`src/rtl/game_pkg.sv`:
```
// Shared game definitions: direction encodings, move-resolver state enum,
// default debounce length and the direction priority helper.
package game_pkg;

  localparam int unsigned DIR_W                   = 4;
  localparam int unsigned DEBOUNCE_CYCLES_DEFAULT = 250000;

  localparam logic [DIR_W-1:0] DIR_LEFT  = 4'b1000;
  localparam logic [DIR_W-1:0] DIR_RIGHT = 4'b0100;
  localparam logic [DIR_W-1:0] DIR_UP    = 4'b0010;
  localparam logic [DIR_W-1:0] DIR_DOWN  = 4'b0001;
  localparam logic [DIR_W-1:0] DIR_NONE  = 4'b0000;

  typedef enum logic {
    MV_IDLE = 1'b0,
    MV_HELD = 1'b1
  } mv_state_e;

  // Highest-priority direction among the set bits: up > down > left > right.
  function automatic logic [DIR_W-1:0] dir_priority(input logic [DIR_W-1:0] bits);
    logic [DIR_W-1:0] dir;
    dir = DIR_NONE;
    if ((bits & DIR_UP) != DIR_NONE) begin
      dir = DIR_UP;
    end else if ((bits & DIR_DOWN) != DIR_NONE) begin
      dir = DIR_DOWN;
    end else if ((bits & DIR_LEFT) != DIR_NONE) begin
      dir = DIR_LEFT;
    end else if ((bits & DIR_RIGHT) != DIR_NONE) begin
      dir = DIR_RIGHT;
    end
    return dir;
  endfunction

endpackage

```
`src/rtl/debounce_bit.sv`:
```
// One conditioned input line: 2-flop synchroniser, stability counter,
// accepted (stable) level, its one-cycle-delayed copy and a registered
// rising-edge pulse.
// Ports:
//   clk_i        clock
//   rst_ni       asynchronous active-low reset
//   raw_i        raw asynchronous button level
//   level_o      debounced level
//   level_dly_o  debounced level delayed by one cycle
//   rise_o       one-cycle pulse, registered, on each debounced rising edge
module debounce_bit
  import game_pkg::*;
#(
  parameter int unsigned DEBOUNCE_CYCLES = DEBOUNCE_CYCLES_DEFAULT,
  parameter int unsigned CNT_W           = $clog2(DEBOUNCE_CYCLES + 1)
) (
  input  logic clk_i,
  input  logic rst_ni,
  input  logic raw_i,
  output logic level_o,
  output logic level_dly_o,
  output logic rise_o
);

  localparam logic [CNT_W-1:0] CNT_MAX = CNT_W'(DEBOUNCE_CYCLES - 1);

  logic             sync1_q, sync2_q;
  logic             stable_q, stable_d;
  logic             dly_q, rise_q;
  logic [CNT_W-1:0] cnt_q, cnt_d;

  // Counter runs only while the synchronised input disagrees with the
  // accepted level; the DEBOUNCE_CYCLES-th disagreeing sample flips it.
  always_comb begin
    stable_d = stable_q;
    cnt_d    = '0;
    if (sync2_q != stable_q) begin
      if (cnt_q == CNT_MAX) begin
        stable_d = ~stable_q;
      end else begin
        cnt_d = cnt_q + CNT_W'(1);
      end
    end
  end

  always_ff @(posedge clk_i or negedge rst_ni) begin
    if (!rst_ni) begin
      sync1_q  <= 1'b0;
      sync2_q  <= 1'b0;
      stable_q <= 1'b0;
      cnt_q    <= '0;
      dly_q    <= 1'b0;
      rise_q   <= 1'b0;
    end else begin
      sync1_q  <= raw_i;
      sync2_q  <= sync1_q;
      stable_q <= stable_d;
      cnt_q    <= cnt_d;
      dly_q    <= stable_q;
      rise_q   <= stable_q & ~dly_q;
    end
  end

  assign level_o     = stable_q;
  assign level_dly_o = dly_q;
  assign rise_o      = rise_q;

endmodule

```
`src/rtl/input_conditioner.sv`:
```
// Conditions both players' raw buttons for game_top: every line is
// synchronised and debounced, each move bus is resolved to a single one-hot
// direction (last pressed wins), and one-cycle fire / menu pulses are made.
// Ports:
//   clk_i, reset_i                 clock, asynchronous active-low reset
//   pN_move_raw_i[3:0]             raw buttons {left, right, up, down}
//   pN_shoot_raw_i                 raw fire button
//   player_N_move_o[3:0]           resolved direction, one-hot or zero
//   player_N_shoot_o               debounced fire level
//   pN_shoot_pulse_o               one pulse per fire press
//   sel_up_pulse_o/sel_down_pulse_o one pulse per player 1 up/down press
module input_conditioner
  import game_pkg::*;
#(
  parameter int unsigned DEBOUNCE_CYCLES = DEBOUNCE_CYCLES_DEFAULT,
  parameter int unsigned CNT_W           = $clog2(DEBOUNCE_CYCLES + 1)
) (
  input  logic             clk_i,
  input  logic             reset_i,
  input  logic [DIR_W-1:0] p1_move_raw_i,
  input  logic             p1_shoot_raw_i,
  input  logic [DIR_W-1:0] p2_move_raw_i,
  input  logic             p2_shoot_raw_i,
  output logic [DIR_W-1:0] player_1_move_o,
  output logic [DIR_W-1:0] player_2_move_o,
  output logic             player_1_shoot_o,
  output logic             player_2_shoot_o,
  output logic             p1_shoot_pulse_o,
  output logic             p2_shoot_pulse_o,
  output logic             sel_up_pulse_o,
  output logic             sel_down_pulse_o
);

  localparam int unsigned NUM_PLAYERS      = 2;
  localparam int unsigned LINES_PER_PLAYER = DIR_W + 1;
  localparam int unsigned NUM_LINES        = NUM_PLAYERS * LINES_PER_PLAYER;
  localparam int unsigned SHOOT_OFS        = DIR_W;

  // Line map per player: [DIR_W-1:0] move bus, [DIR_W] fire.
  logic [NUM_LINES-1:0] db_raw, db_lvl, db_dly, db_rise;

  assign db_raw = {p2_shoot_raw_i, p2_move_raw_i, p1_shoot_raw_i, p1_move_raw_i};

  for (genvar i = 0; i < NUM_LINES; i++) begin : g_db
    debounce_bit #(
      .DEBOUNCE_CYCLES(DEBOUNCE_CYCLES),
      .CNT_W          (CNT_W)
    ) u_db (
      .clk_i      (clk_i),
      .rst_ni     (reset_i),
      .raw_i      (db_raw[i]),
      .level_o    (db_lvl[i]),
      .level_dly_o(db_dly[i]),
      .rise_o     (db_rise[i])
    );
  end

  logic [NUM_PLAYERS-1:0][DIR_W-1:0] move_dir;

  // Move resolver per player, fed by the debounced levels and their
  // one-cycle-delayed copies so edges are seen the cycle after they settle.
  for (genvar g = 0; g < NUM_PLAYERS; g++) begin : g_mv
    localparam int unsigned BASE = g * LINES_PER_PLAYER;

    mv_state_e        state_q, state_d;
    logic [DIR_W-1:0] lvl, dly, rise, fall;
    logic [DIR_W-1:0] dir_q, dir_d;

    assign lvl  = db_lvl[BASE +: DIR_W];
    assign dly  = db_dly[BASE +: DIR_W];
    assign rise = lvl & ~dly;
    assign fall = ~lvl & dly;

    // State register.
    always_ff @(posedge clk_i or negedge reset_i) begin
      if (!reset_i) begin
        state_q <= MV_IDLE;
        dir_q   <= DIR_NONE;
      end else begin
        state_q <= state_d;
        dir_q   <= dir_d;
      end
    end

    // Next-state logic.
    always_comb begin
      state_d = state_q;
      case (state_q)
        MV_IDLE: if (rise != DIR_NONE) state_d = MV_HELD;
        MV_HELD: if (lvl == DIR_NONE) state_d = MV_IDLE;
        default: state_d = MV_IDLE;
      endcase
    end

    // Direction logic: a fresh press always wins; losing the current
    // direction while others are held falls back to fixed priority.
    always_comb begin
      dir_d = dir_q;
      case (state_q)
        MV_IDLE: begin
          if (rise != DIR_NONE) dir_d = dir_priority(rise);
        end
        MV_HELD: begin
          if (lvl == DIR_NONE) begin
            dir_d = DIR_NONE;
          end else if (rise != DIR_NONE) begin
            dir_d = dir_priority(rise);
          end else if ((dir_q & fall) != DIR_NONE) begin
            dir_d = dir_priority(lvl);
          end
        end
        default: dir_d = DIR_NONE;
      endcase
    end

    assign move_dir[g] = dir_q;
  end

  assign player_1_move_o  = move_dir[0];
  assign player_2_move_o  = move_dir[1];
  assign player_1_shoot_o = db_lvl[SHOOT_OFS];
  assign player_2_shoot_o = db_lvl[LINES_PER_PLAYER + SHOOT_OFS];
  assign p1_shoot_pulse_o = db_rise[SHOOT_OFS];
  assign p2_shoot_pulse_o = db_rise[LINES_PER_PLAYER + SHOOT_OFS];
  assign sel_up_pulse_o   = db_rise[1];
  assign sel_down_pulse_o = db_rise[0];

  // Delayed levels of the fire lines and edges of the other move lines are
  // not needed downstream.
  logic unused_db;
  assign unused_db = ^{db_dly[SHOOT_OFS], db_dly[LINES_PER_PLAYER + SHOOT_OFS],
                       db_rise[DIR_W-1:2], db_rise[LINES_PER_PLAYER +: DIR_W]};

endmodule
```
`config.mk`:
```
export PLATFORM = sky130hd
export DESIGN_NAME = input_conditioner
export DESIGN_NICKNAME = d
export VERILOG_FILES = /design/src/rtl/game_pkg.sv /design/src/rtl/debounce_bit.sv /design/src/rtl/input_conditioner.sv
export SDC_FILE = /design/constraint.sdc
export NUM_CORES = 1
export LEC_CHECK = 0
export CORE_UTILIZATION = 35
export DETAILED_ROUTE_END_ITERATION = 16
export SLEW_MARGIN = 20
export SYNTH_ARGS = -nofsm -noshare
export SYNTH_HDL_FRONTEND = slang
export SYNTH_SLANG_ARGS = --single-unit
```
`constraint.sdc`:
```
create_clock -name clk_i -period 2.9 [get_ports clk_i]
set_input_delay 0.29 -clock clk_i [delete_from_list [all_inputs] [get_ports clk_i]]
set_output_delay 0.29 -clock clk_i [all_outputs]
set_load 0.02 [all_outputs]
```
# == Word level (Yosys, flattened, before mapping) ==
# Index checks and enable logic that the tools add are counted.
# classes
bitwise,30
mux,52
eq_ne,24
reduce_logical,18
n_addsub,10
# op_table
op,n
18-bit two-way mux,20
18-bit by 1-bit adder with 18-bit output (second input constant),10
18-bit equality test (second input constant),10
4-bit two-way mux,20
4-bit bitwise AND,6
2-bit AND reduction,12
1-bit NOT,16
4-bit NOT,4
4-bit case mux with 2 select lines,2
4-bit nonzero test,4
3-bit two-way mux,4
1-bit != test,10
4-bit logical NOT,2
4-bit by 1-bit != test with 1-bit output (second input constant),2
1-bit bitwise AND,4
1-bit two-way mux,4
2-bit != test (second input constant),2
1-bit case mux with 2 select lines,2
# word_totals
reg_bits,234
word_cells,192
inputBits,12
out_inout_bits,14

# == Depth between registers and ports, before layout ==
# depth
ltp_word,9
depth_mapped,9
mapped_depth_nobuf,6

# == Cells and area by module ==
# Synthesis repeated with hierarchy kept, for this count alone.
# unflattened
hier_cells,1091
area_unflattened_um2,11607.4
# by_module_without_submodules
module,area_per_inst_um2,n_inst,cells_each
debounce_bit at g_db[0].u_db ...,1086.0,8,101
debounce_bit at g_db[4].u_db,1101.1,1,100
debounce_bit at g_db[9].u_db,1083.5,1,102
input_conditioner,734.5,1,81

# == Least setup slack after synthesis ==
# OpenSTA, ideal clock, no wires.
# synth_path
path_kind,register -> register
start,register g_db[7].u_db.cnt_q[10]
end,register g_db[7].u_db.cnt_q[10]
t_arrival_ps,1519
t_required_ps,2781
stages_incl_launch_ff,8
setup_time_ps,119
slack_ps,1263
n_path_buf,2
path_cell_list,dfrtp_1 > nor4_1 > nand4_1 > nor4_2 > or2_1 > buf_6 > buf_12 > nor2_1
# synth_between
elab_chain_cells,3
# synth_rtl
element,line_no,source
"start, declared",debounce_bit.sv:30,"logic [CNT_W-1:0] cnt_q, cnt_d;"
"start signal, assigned",debounce_bit.sv:58,cnt_q <= cnt_d;
18-bit by 1-bit adder with 18-bit output / 18-bit equality test (equally long branches),"debounce_bit.sv:41, debounce_bit.sv:38",
18-bit two-way mux (*),debounce_bit.sv:38,if (cnt_q == CNT_MAX) begin
18-bit two-way mux (*),debounce_bit.sv:37,if (sync2_q != stable_q) begin
named net g_db[7].u_db.cnt_d[10],debounce_bit.sv:30,
# Mark *: on every way through the listed nets, which the timed path passes. The rest lies on a longest branch.
# A chain may end at the register's enable or synchronous reset.

# == Worst setup path in the final report ==
# Ends and elaborated chain as after synthesis.

==> flow_metrics.py <==
metrics = {
    "outcome": {
        "status": "completed",
    },
    "min_path": {
        "hold_end": "g_db[8].u_db.sync1_q$_DFF_PN0_",
        "min_path_type": "in -> reg",
        "hold_depth": 1,
        "min_from": "p2_move_raw_i[3]",
    },
    "synth": {
        "async_flop_share_pct": 100.0,
        "postSynthCellCount": 1028,
        "synth_top_area_share_pct": 54.88,
        "synth_seq_cells": 234,
        "synth_fa_ha_area_share_pct": 1.173,
        "netlist_area_sq_um": 10670,
        "yosys-top-cells-area": "dfrtp_1 55%, xor2_1 8.7%, nor2_1 7.7%, xnor2_1 5.3%, nand4_1 2.8%",
        "synth.largest_area_cell": "dfrtp_1",
        "synth-edff-count": 0,
        "synth_common_cells": "234 x dfrtp_1, 220 x nor2_1, 106 x xor2_1, 70 x nand2_1, 64 x xnor2_1",
        "yosysSeqAreaShare_pct": 54.88,
        "synth_compound_area_share_pct": 1.489,
        "synth_fp_nets": 1050,
        "synthMuxAreaShare_pct": 1.560,
        "ys_types": 47,
        "yosysWarnings": 0,
        "yosys.area_share.xor_xnor_pct": 13.95,
        "synthSimpleGateAreaFrac_pct": 24.53,
        "synth_area_per_cell_sq_um": 10.38,
        "synth_top_family_by_area": "simple AND/OR/NAND/NOR gates",
        "synthFlopType": "dfrtp_1",
        "synth_most_common_cell": "dfrtp_1",
    },
    "floorplan": {
        "die_y_um": 176.6,
        "core_sq_um": 29800,
        "die_w_um": 176.6,
        "rows": 63,
        "design.die.area_sq_um": 31190,
        "initial_core_util_pct": 35.81,
        "io_pins": 26,
    },
    "setup_path": {
        "start_kind": "register",
        "worst_ep_required_time_ps": 3280,
        "cp_data_arrival_time_ps": 2460,
        "path_max_fanout": 18,
        "critPathKind": "reg -> reg",
        "timing.rr.end": "g_db[7].u_db.cnt_q[10]$_DFF_PN0_",
        "regToRegStartpoint": "g_db[7].u_db.cnt_q[10]$_DFF_PN0_",
        "r2r_slack_ps": 820,
        "cp-end-kind": "register",
        "r2r.worst_path.cells": 5,
    },
    "clock_network": {
        "postCtsSetupBuffers": 0,
        "cts_root_buf": "clkbuf_16",
        "clockBufferDepth": 3,
        "clock_latency_ps": 520,
        "clk_pin_slew_ps": 60,
        "cts_tree": "done",
        "cts_sinks": 234,
        "cts-buffers-inserted": 27,
        "htree_num_levels": 1,
    },
    "timing": {
        "fin_crit_ps": 2081,
        "drv_slew": 0,
        "rsz0062_at_grt": "no",
        "maxSlewHeadroom_pct": 52.66,
        "setup_viol": 0,
        "max_freq_ghz": 0.4805,
        "worst_pin_slew_ps": 710.0,
        "setup_tns_ps": 0,
        "skew_ps": 7.221,
        "finalCritPeriodShare_pct": 71.76,
        "hold_viol_final": 0,
    },
    "route": {
        "dr.first_iter.drc_count": 256,
        "num_vias": 6989,
        "drc": 0,
        "first_pass_iters": 4,
        "antenna_left": 0,
        "wl_mm": 18.18,
        "viasPerCell": 4.754,
        "routedWlPerCell_um": 12.37,
    },
    "finish": {
        "syn_to_final_growth_pct": 14.76,
        "ff_latch_area_sq_um": 5856,
        "nets": 1084,
        "fin_util_pct": 41.10,
        "multi_input_area_sq_um": 4557,
        "antenna_cells": 0,
        "nFillCells": 2889,
        "drive_gt1_share_pct": 6.389,
    },
    "placement": {
        "gp_congestion": 0.7870,
        "hpwl_mm": 11.81,
        "io_buffers": 25,
    },
    "power_and_ir_drop": {
        "p_leak_nw": 5.315,
        "ir_drop_mv": 0.3738,
        "power_density_nw_per_um2": 581.7,
    },
    "run": {
        "max-cap-violations": 0,
    },
    "global_routing": {
        "grt_use_total_pct": 12.52,
        "grt_overflow_total": 0,
        "antenna_found_initial": 0,
        "grt_pass1_vias": 7187,
        "grt_max_degree": 74,
        "grt_first_pass_wirelength_mm": 33.24,
    },
}
-- final cells by class --
class                   count  area share, %
clock buffers              38          6.345
inverters                  21         0.6437
flip-flops and latches    234          47.82
multi-input cells         749          37.21
well taps                 390          3.985
clock inverters             9          1.441
repair buffers             29          2.554
-- worst max-delay path, cell delays in order, from the launching register on --
cell and delay, ps:
dfrtp_1 440, nor4_1 310, nand4_1 150, nor4_2 360, or2_1 560, nor2_1 120
-- routing by layer --
| metal | track usage [%] | part of all wire [%] |
|---|---|---|
| met4 | 3.843 | 2.1 |
| met1 | 17.24 | 49 |
| met3 | 2.153 | 3.3 |
| met5 | 0 | 0 |
| met2 | 20.05 | 45 |
-- registers in the layout, indices dropped and copies added, names as in the netlist --
signal	cells
g_db.u_db.level_o	10
g_db.u_db.sync1_q	10
g_db.u_db.sync2_q	10
g_mv.state_q	2
g_db.u_db.cnt_q	180
g_db.u_db.level_dly_o	10
g_db.u_db.rise_o	4
player_2_move_o	4
player_1_move_o	4
-- what timing repair did --
action / in CTS / in global routing
hold buffers: 1 / 0
endpoints found under the setup margin: 0 / 0
endpoints found under the hold margin: 64 / 0
gates resized for setup: 0 / 0
-- report_power, final --
group | leakage (nW) | internal (mW) | total [mW] | switching (mW)
Combinational | 1.65 | 0.0582 | 0.190 | 0.132
Clock | 0.465 | 2.30 | 3.58 | 1.29
Sequential | 3.20 | 3.31 | 3.35 | 0.0374
-- worst max-delay path by stage --
stage	from	end	slack (ps)	cells past startpoint
after detailed placement	g_db[0].u_db.cnt_q[10]$_DFF_PN0_	g_db[0].u_db.cnt_q[9]$_DFF_PN0_	790	5
after floorplan	g_db[7].u_db.cnt_q[10]$_DFF_PN0_	g_db[7].u_db.cnt_q[10]$_DFF_PN0_	1260	7
after global routing	g_db[4].u_db.cnt_q[0]$_DFF_PN0_	g_db[4].u_db.cnt_q[8]$_DFF_PN0_	530	5
after CTS	g_db[0].u_db.cnt_q[10]$_DFF_PN0_	g_db[0].u_db.cnt_q[6]$_DFF_PN0_	790	5
after global placement	g_db[0].u_db.cnt_q[10]$_DFF_PN0_	g_db[0].u_db.cnt_q[17]$_DFF_PN0_	830	5
final	g_db[7].u_db.cnt_q[10]$_DFF_PN0_	g_db[7].u_db.cnt_q[10]$_DFF_PN0_	820	5
-- layout by cell type, fill, tap and decap left out, types with 13 or more instances in the layout --
cell             Yosys  final
nor3_1              14     14
nand2_1             70     70
xnor2_1             64     64
inv_1               21     21
xor2_1             106    106
nor2_1             220    220
clkbuf_16            0     27
nor2b_1             18     18
mux2_2              13     13
nor4_1              17     17
dfrtp_1            234    234
nand3_1             56     56
and3_1              29     29
clkdlybuf4s50_1      0     24
and4_1              20     20
nand4_1             48     48
-- cell families (layout without fill, tap and decap cells) --
logic type,count (synthesis),after routing
fa+ha+maj,10,10
simple gates,531,531
xor+xnor,170,170
mux,15,15
flops,234,234
compound gates,23,23
buf+inv,45,97
-- through the flow --
| step | power, mW | setup WS (ps) | instance area, sq um | std cells | hold slack, ps |
|---|---|---|---|---|---|
| floorplan | 3.506 | 1263 | 10670 | 1028 | -5.591 |
| finish | 7.123 | 819.0 | 12250 | 1470 | 206.1 |
| global route | 7.416 | 532.5 | 12250 | 1470 | 179.7 |
| detailed placement | 3.610 | 794.9 | 11280 | 1422 | 270.4 |
| global placement | 3.605 | 834.6 | 11280 | 1422 | 274.9 |
| CTS | 7.264 | 793.5 | 12250 | 1470 | 182.9 |
No activity file was read; power rests on OpenSTA's default activity.
==> RTL edit 1, RTL diff (same flow settings) <==
Set the package constant `DIR_W` to 8 (it was 4).
--- a/src/rtl/game_pkg.sv
+++ b/src/rtl/game_pkg.sv
@@ -4,3 +4,3 @@
 
-  localparam int unsigned DIR_W                   = 4;
+  localparam int unsigned DIR_W                   = 8;
   localparam int unsigned DEBOUNCE_CYCLES_DEFAULT = 250000;
Ports: changed (resized p1_move_raw_i, p2_move_raw_i, player_1_move_o and player_2_move_o); port bits go from 26 to 42. No check against the original RTL was run, so the function may have changed too.
==> RTL edit 1 against the unedited design <==
- design area is 74% higher
- clock skew is 20 ps higher
- wire length is 87% higher
- largest power group unchanged
- sequential cell count is 176 higher
- first-iteration DRC count grew to 2.8 times the old value
- power is 72% higher
- setup slack better by 0.67 ps
- sequential share of layout area is 0.27 points higher
- area after synthesis is 75% higher
- global-route usage is 0.74 points higher
==> RTL edit 1: results (changes against the unedited design) <==
| Metric | Value |
|---|---|
| Compound-Gate Fraction of Synth Area | 0.01282 (-0.002072) |
| Placed Cells | 2516 (+77%) |
| Drt first pass iters | 5 (+1) |
| DRT iter0 DRCs | 725 (+180%) |
| Sw power | 2722 uW (+87%) |
| Worst-Skew Late Latency | 590 ps (+70 ps) |
| Post-synthesis adder-cell area fraction | 0.01208 (+0.0003561) |
| Largest stage delay on the critical path | ~570 ps |
| Wire per inst | 13.06 um (+5.6%) |
| Comb_multi_in | 1323 (+77%) |
| Commonest cells in the netlist | 410 x dfrtp_1, 403 x nor2_1, 162 x xnor2_1, 149 x nand3_1, 143 x xor2_1 |
| Multi-input logic area | 7928 um^2 (+74%) |
| DRT Wirelength | 33980 um (+87%) |
| Final Skew | 26.92 ps (+19.70 ps) |
| Layout cells sized above 1 | 0.06897 (+0.005077) |
| Hpwl dp | 22630 um (+92%) |
| Outcome | finished, final reports clean |
| Post-DR vias/cell | 4.794 (+0.83%) |
| Xor and xnor area share after synthesis | 0.1433 (+0.003767) |
| Largest net degree at the start of global routing | 85 (+15%) |
| H-tree Lvls | 2 (+1) |
| Max reg flops | 324 (+80%) |
| Synth Instances | 1820 (+77%) |
| Signal buffers | 44 (+52%) |
| Sequential cell area share | 0.4809 (+0.002694) |
| TritonCTS Buffers | 46 (+70%) |
| Seq pwr | 5890 uW (+76%) |
| Worst hold path type | input port to flip-flop |
| Non-clock buffering overhead | 0.02322 (-0.002321) |
| Synth top area cells | dfrtp_1 55%, nor2_1 8.1%, xnor2_1 7.6% |
| First-pass GRT wire length | 60050 um (+81%) |
| Most flops, register | g_db.u_db.cnt_q |
| Total track usage | 0.1325 (+0.007362) |
| Max VDD drop | 0.3575 mV (-4.3%) |
| Vias in the first global route | 12477 (+74%) |
| Seq/Total Area, Yosys | 0.5504 (+0.001629) |
| Clk tree area frac | 0.07483 (-0.003029) |
| Layout Nets | 1915 (+77%) |
| Fraction of synthesized area in multiplexers | 0.01181 (-0.003782) |
| Clk. pwr | 5990 uW (+67%) |
| Synth cell types | 56 (+19%) |
| FFs & Latches | 410 (+75%) |
| Slew @ Worst Pin | 723.5 ps (+13.53 ps) |
| Routability cong. | 0.8100 (+2.9%) |
| Final-layout clock buffer total | 60 (+58%) |
| CTS clk-pin slew, worst paths | 60 ps (about the same) |
| IO buf count | 33 (+32%) |
| Yosys warns | 0 (unchanged) |
| Nonclk inv count | 52 (+150%) |
| Static Leak | 0.008935 uW (+68%) |
RTL edit 1: critical path, delay by kind of cell, from the launching register on:
family           cells  cell delay, ps
flip-flops           1             420
AND/OR/NAND/NOR      5            1500
RTL edit 1: worst paths after layout:
path	cells past startpoint	slack (ps)	end	startpoint
worst min-delay path	1	140	g_db[10].u_db.sync1_q	p2_move_raw_i[1]
min in group asynchronous	2	340	g_db[6].u_db.cnt_q[14]	reset_i
max in group asynchronous	3	1750	g_db[0].u_db.cnt_q[12]	reset_i
worst max-delay path	5	820	g_db[0].u_db.cnt_q[13]	g_db[0].u_db.cnt_q[11]
worst max register to register	5	820	g_db[0].u_db.cnt_q[13]	g_db[0].u_db.cnt_q[11]
worst min register to register	0	350	g_db[13].u_db.sync2_q	g_db[13].u_db.sync1_q
RTL edit 1: cells by family after synthesis:
| group | count (synthesis) |
|---|---|
| compound gates | 33 |
| xor+xnor | 305 |
| fa+ha+maj | 18 |
| buf+inv | 94 |
| flops | 410 |
| mux | 20 |
| other cells | 1 |
| simple gates | 939 |
RTL edit 1: stage by stage:
stage	power, uW	hold slack, ps	setup slack [ps]	instance area, um^2
final	12240	142.8	819.7	21340
after CTS	12490	101.2	791.0	21340
after global placement	6355	333.2	864.5	19730
after global routing	12760	121.3	539.0	21340
after floorplan	6167	-5.591	1153	18670
after detailed placement	6365	334.7	811.0	19730
RTL edit 1: timing repair:
| item | in CTS | in global routing |
|---|---|---|
| hold endpoints to repair | 74 | 0 |
| gates resized for setup | 0 | 0 |
| hold buffers | 1 | 0 |
| endpoints found under the setup margin | 0 | 0 |
RTL edit 1: routing by layer:
metal,track usage,wire [um]
met5,0,0
met4,0.04636,842
met3,0.02586,1332
met2,0.2068,15370
met1,0.1830,16430
==> RTL edit 2, RTL diff (config.mk and constraints unchanged) <==
Without the edit above. Put a register stage on the output `player_1_shoot_o`, with the module's reset. The value now appears one clock later. The other outputs are not delayed to match.
--- a/src/rtl/input_conditioner.sv
+++ b/src/rtl/input_conditioner.sv
@@ -120,3 +120,9 @@
   assign player_2_move_o  = move_dir[1];
-  assign player_1_shoot_o = db_lvl[SHOOT_OFS];
+  always_ff @(posedge clk_i or negedge reset_i) begin
+    if (!reset_i) begin
+      player_1_shoot_o <= '0;
+    end else begin
+      player_1_shoot_o <= db_lvl[SHOOT_OFS];
+    end
+  end
   assign player_2_shoot_o = db_lvl[LINES_PER_PLAYER + SHOOT_OFS];
Check against the original RTL: same outputs for any inputs over 4 cycles, from zero or initial values and one cycle with reset_i low; that may be too few to reach the edited logic, so the function may still have changed.
==> RTL edit 2 against the unedited design <==
- wire length decreased by 0.21%
- setup slack better by 44 ps
- power shrank 5.1%
- fmax increased by 2.2%
- critical endpoint is now g_db[4].u_db.cnt_q[5]
- die area is essentially flat
- count of clock-buffer cells in the layout decreased by 8
- sequential cell count unchanged
- critical path type unchanged
- area after synthesis is essentially flat
- core utilization down 0.31 points
- design area down 0.77%
==> RTL edit 2: results (changes against the unedited design) <==
| Metric | Value |
|---|---|
| Syn Nets | 1049 (-0.095%) |
| Static Leak | 0.005267 uW (-0.91%) |
| CTS Root Cell | clkbuf_16 |
| CTS Buffer Depth | 3 (unchanged) |
| Drt first pass iters | 4 (unchanged) |
| Slew margin rel. | 0.5097 (-0.01692) |
| Yosys warns | 0 (unchanged) |
| Final Skew | 8.353 ps (+1.132 ps) |
| Total track usage | 0.1235 (-0.001650) |
| Max reg flops | 180 (unchanged) |
| Final antenna diode count | 0 (unchanged) |
| Post-CTS sizing | 0 (unchanged) |
| Setup slack, reg-to-reg | 860 ps (+40 ps) |
| Async SR Flop Fraction | 1.000 (unchanged) |
| Post-synthesis adder-cell area fraction | 0.01173 (about the same) |
| Layout Nets | 1083 (-0.092%) |
| Worst Min Path Start | p1_move_raw_i[0] |
| Routability cong. | 0.7822 (-0.61%) |
| Crit-path max FO | 18 (unchanged) |
| Worst-Skew Late Latency | 520 ps (about the same) |
| Commonest cells in the netlist | 234 x dfrtp_1, 220 x nor2_1, 106 x xor2_1, 69 x nand2_1, 64 x xnor2_1 |
| Largest net degree at the start of global routing | 91 (+23%) |
| Fraction of synthesized area in multiplexers | 0.01560 (about the same) |
| WHS Endpoint | g_db[0].u_db.sync1_q |
| WHS | 199.0 ps (-7.158 ps) |
| CTS clk-pin slew, worst paths | 60 ps (about the same) |
| Critical Path Source | g_db[4].u_db.cnt_q[0] |
| Worst hold path type | input port to flip-flop |
| Xor and xnor area share after synthesis | 0.1396 (about the same) |
| # fillers | 2918 (+1.0%) |
| IO buf count | 25 (unchanged) |
| Antenna violations before repair | 0 (unchanged) |
| Critical path arrival | 2410 ps (-50 ps) |
| Number of setup buffers added after CTS | 0 (unchanged) |
| FF-to-FF path depth | 5 (unchanged) |
| Hpwl dp | 11590 um (-1.9%) |
| Fmax | 0.4910 GHz (+2.2%) |
| Seq/Total Area, Yosys | 0.5490 (about the same) |
| H-tree Lvls | 1 (unchanged) |
| Outcome | finished, final reports clean |
| Synth cell types | 46 (-2.1%) |
| Synth top area cells | dfrtp_1 55%, xor2_1 8.7%, nor2_1 7.7% |
| Via count | 6994 (+0.072%) |
| DRT Wirelength | 18140 um (-0.21%) |
| Compound-Gate Fraction of Synth Area | 0.01490 (about the same) |
| CTS Hold Bufs | 1 (unchanged) |
| First-pass GRT wire length | 32720 um (-1.6%) |
| Crit path to | g_db[4].u_db.cnt_q[5] |
| DRT iter0 DRCs | 286 (+12%) |
| Setup Slack @ Placement | 823.1 ps (+28.19 ps) |
| Layout cells sized above 1 | 0.06852 (+0.004630) |
| Max VDD drop | 0.3606 mV (-3.5%) |
| Most flops, register | g_db.u_db.cnt_q |
-- RTL edit 2: cell count changes after synthesis --
cell,delta
and2b_2,-1
nand2_1,-1
nand3b_1,+1
-- RTL edit 2: logic make-up after synthesis --
kind of cell / Yosys count
adder cells (fa/ha/maj): 10
AND/OR/NAND/NOR: 530
multiplexers: 15
buffers and inverters: 45
flip-flops: 234
XOR/XNOR: 170
AO/OA/AOI/OAI: 23
-- RTL edit 2: where the power goes --
part | total [uW] | internal [uW] | leakage [uW] | switching, uW
Sequential | 3350 | 3310 | 0.00320 | 37.5
Combinational | 192 | 59.8 | 0.00165 | 132
Clock | 3220 | 1870 | 0.000417 | 1350
-- RTL edit 2: through the flow --
step           std cells    util  cell area (um^2)
3_5_place_dp        1421  0.3789             11290
4_1_cts             1470  0.4078             12150
3_3_place_gp        1421  0.3789             11290
5_1_grt             1470  0.4078             12150
6_report            1470  0.4078             12150
2_1_floorplan       1027       -             10670
-- RTL edit 2: per-layer routing --
metal | wire length, um | global-route usage
met1 | 9220 | 0.1756
met3 | 640 | 0.02089
met4 | 350 | 0.03592
met5 | 0 | 0
met2 | 7930 | 0.1926
-- RTL edit 2: final cells by class --
type                       instances  share of cell area
tap                              390             0.04016
timing repair buffer              29             0.02677
multi-input combinational        748              0.3746
clock buffer                      30             0.05900
sequential                       234              0.4819
inverter                          21            0.006487
clock inverter                    18             0.01112
-- RTL edit 2: worst max-delay path, cell delays in order (launching register included) --
cell,delay [ps]
dfrtp_1,380
ha_1,190
nand3_1,160
nor4_1,430
nand2b_1,620
nor2_1,110
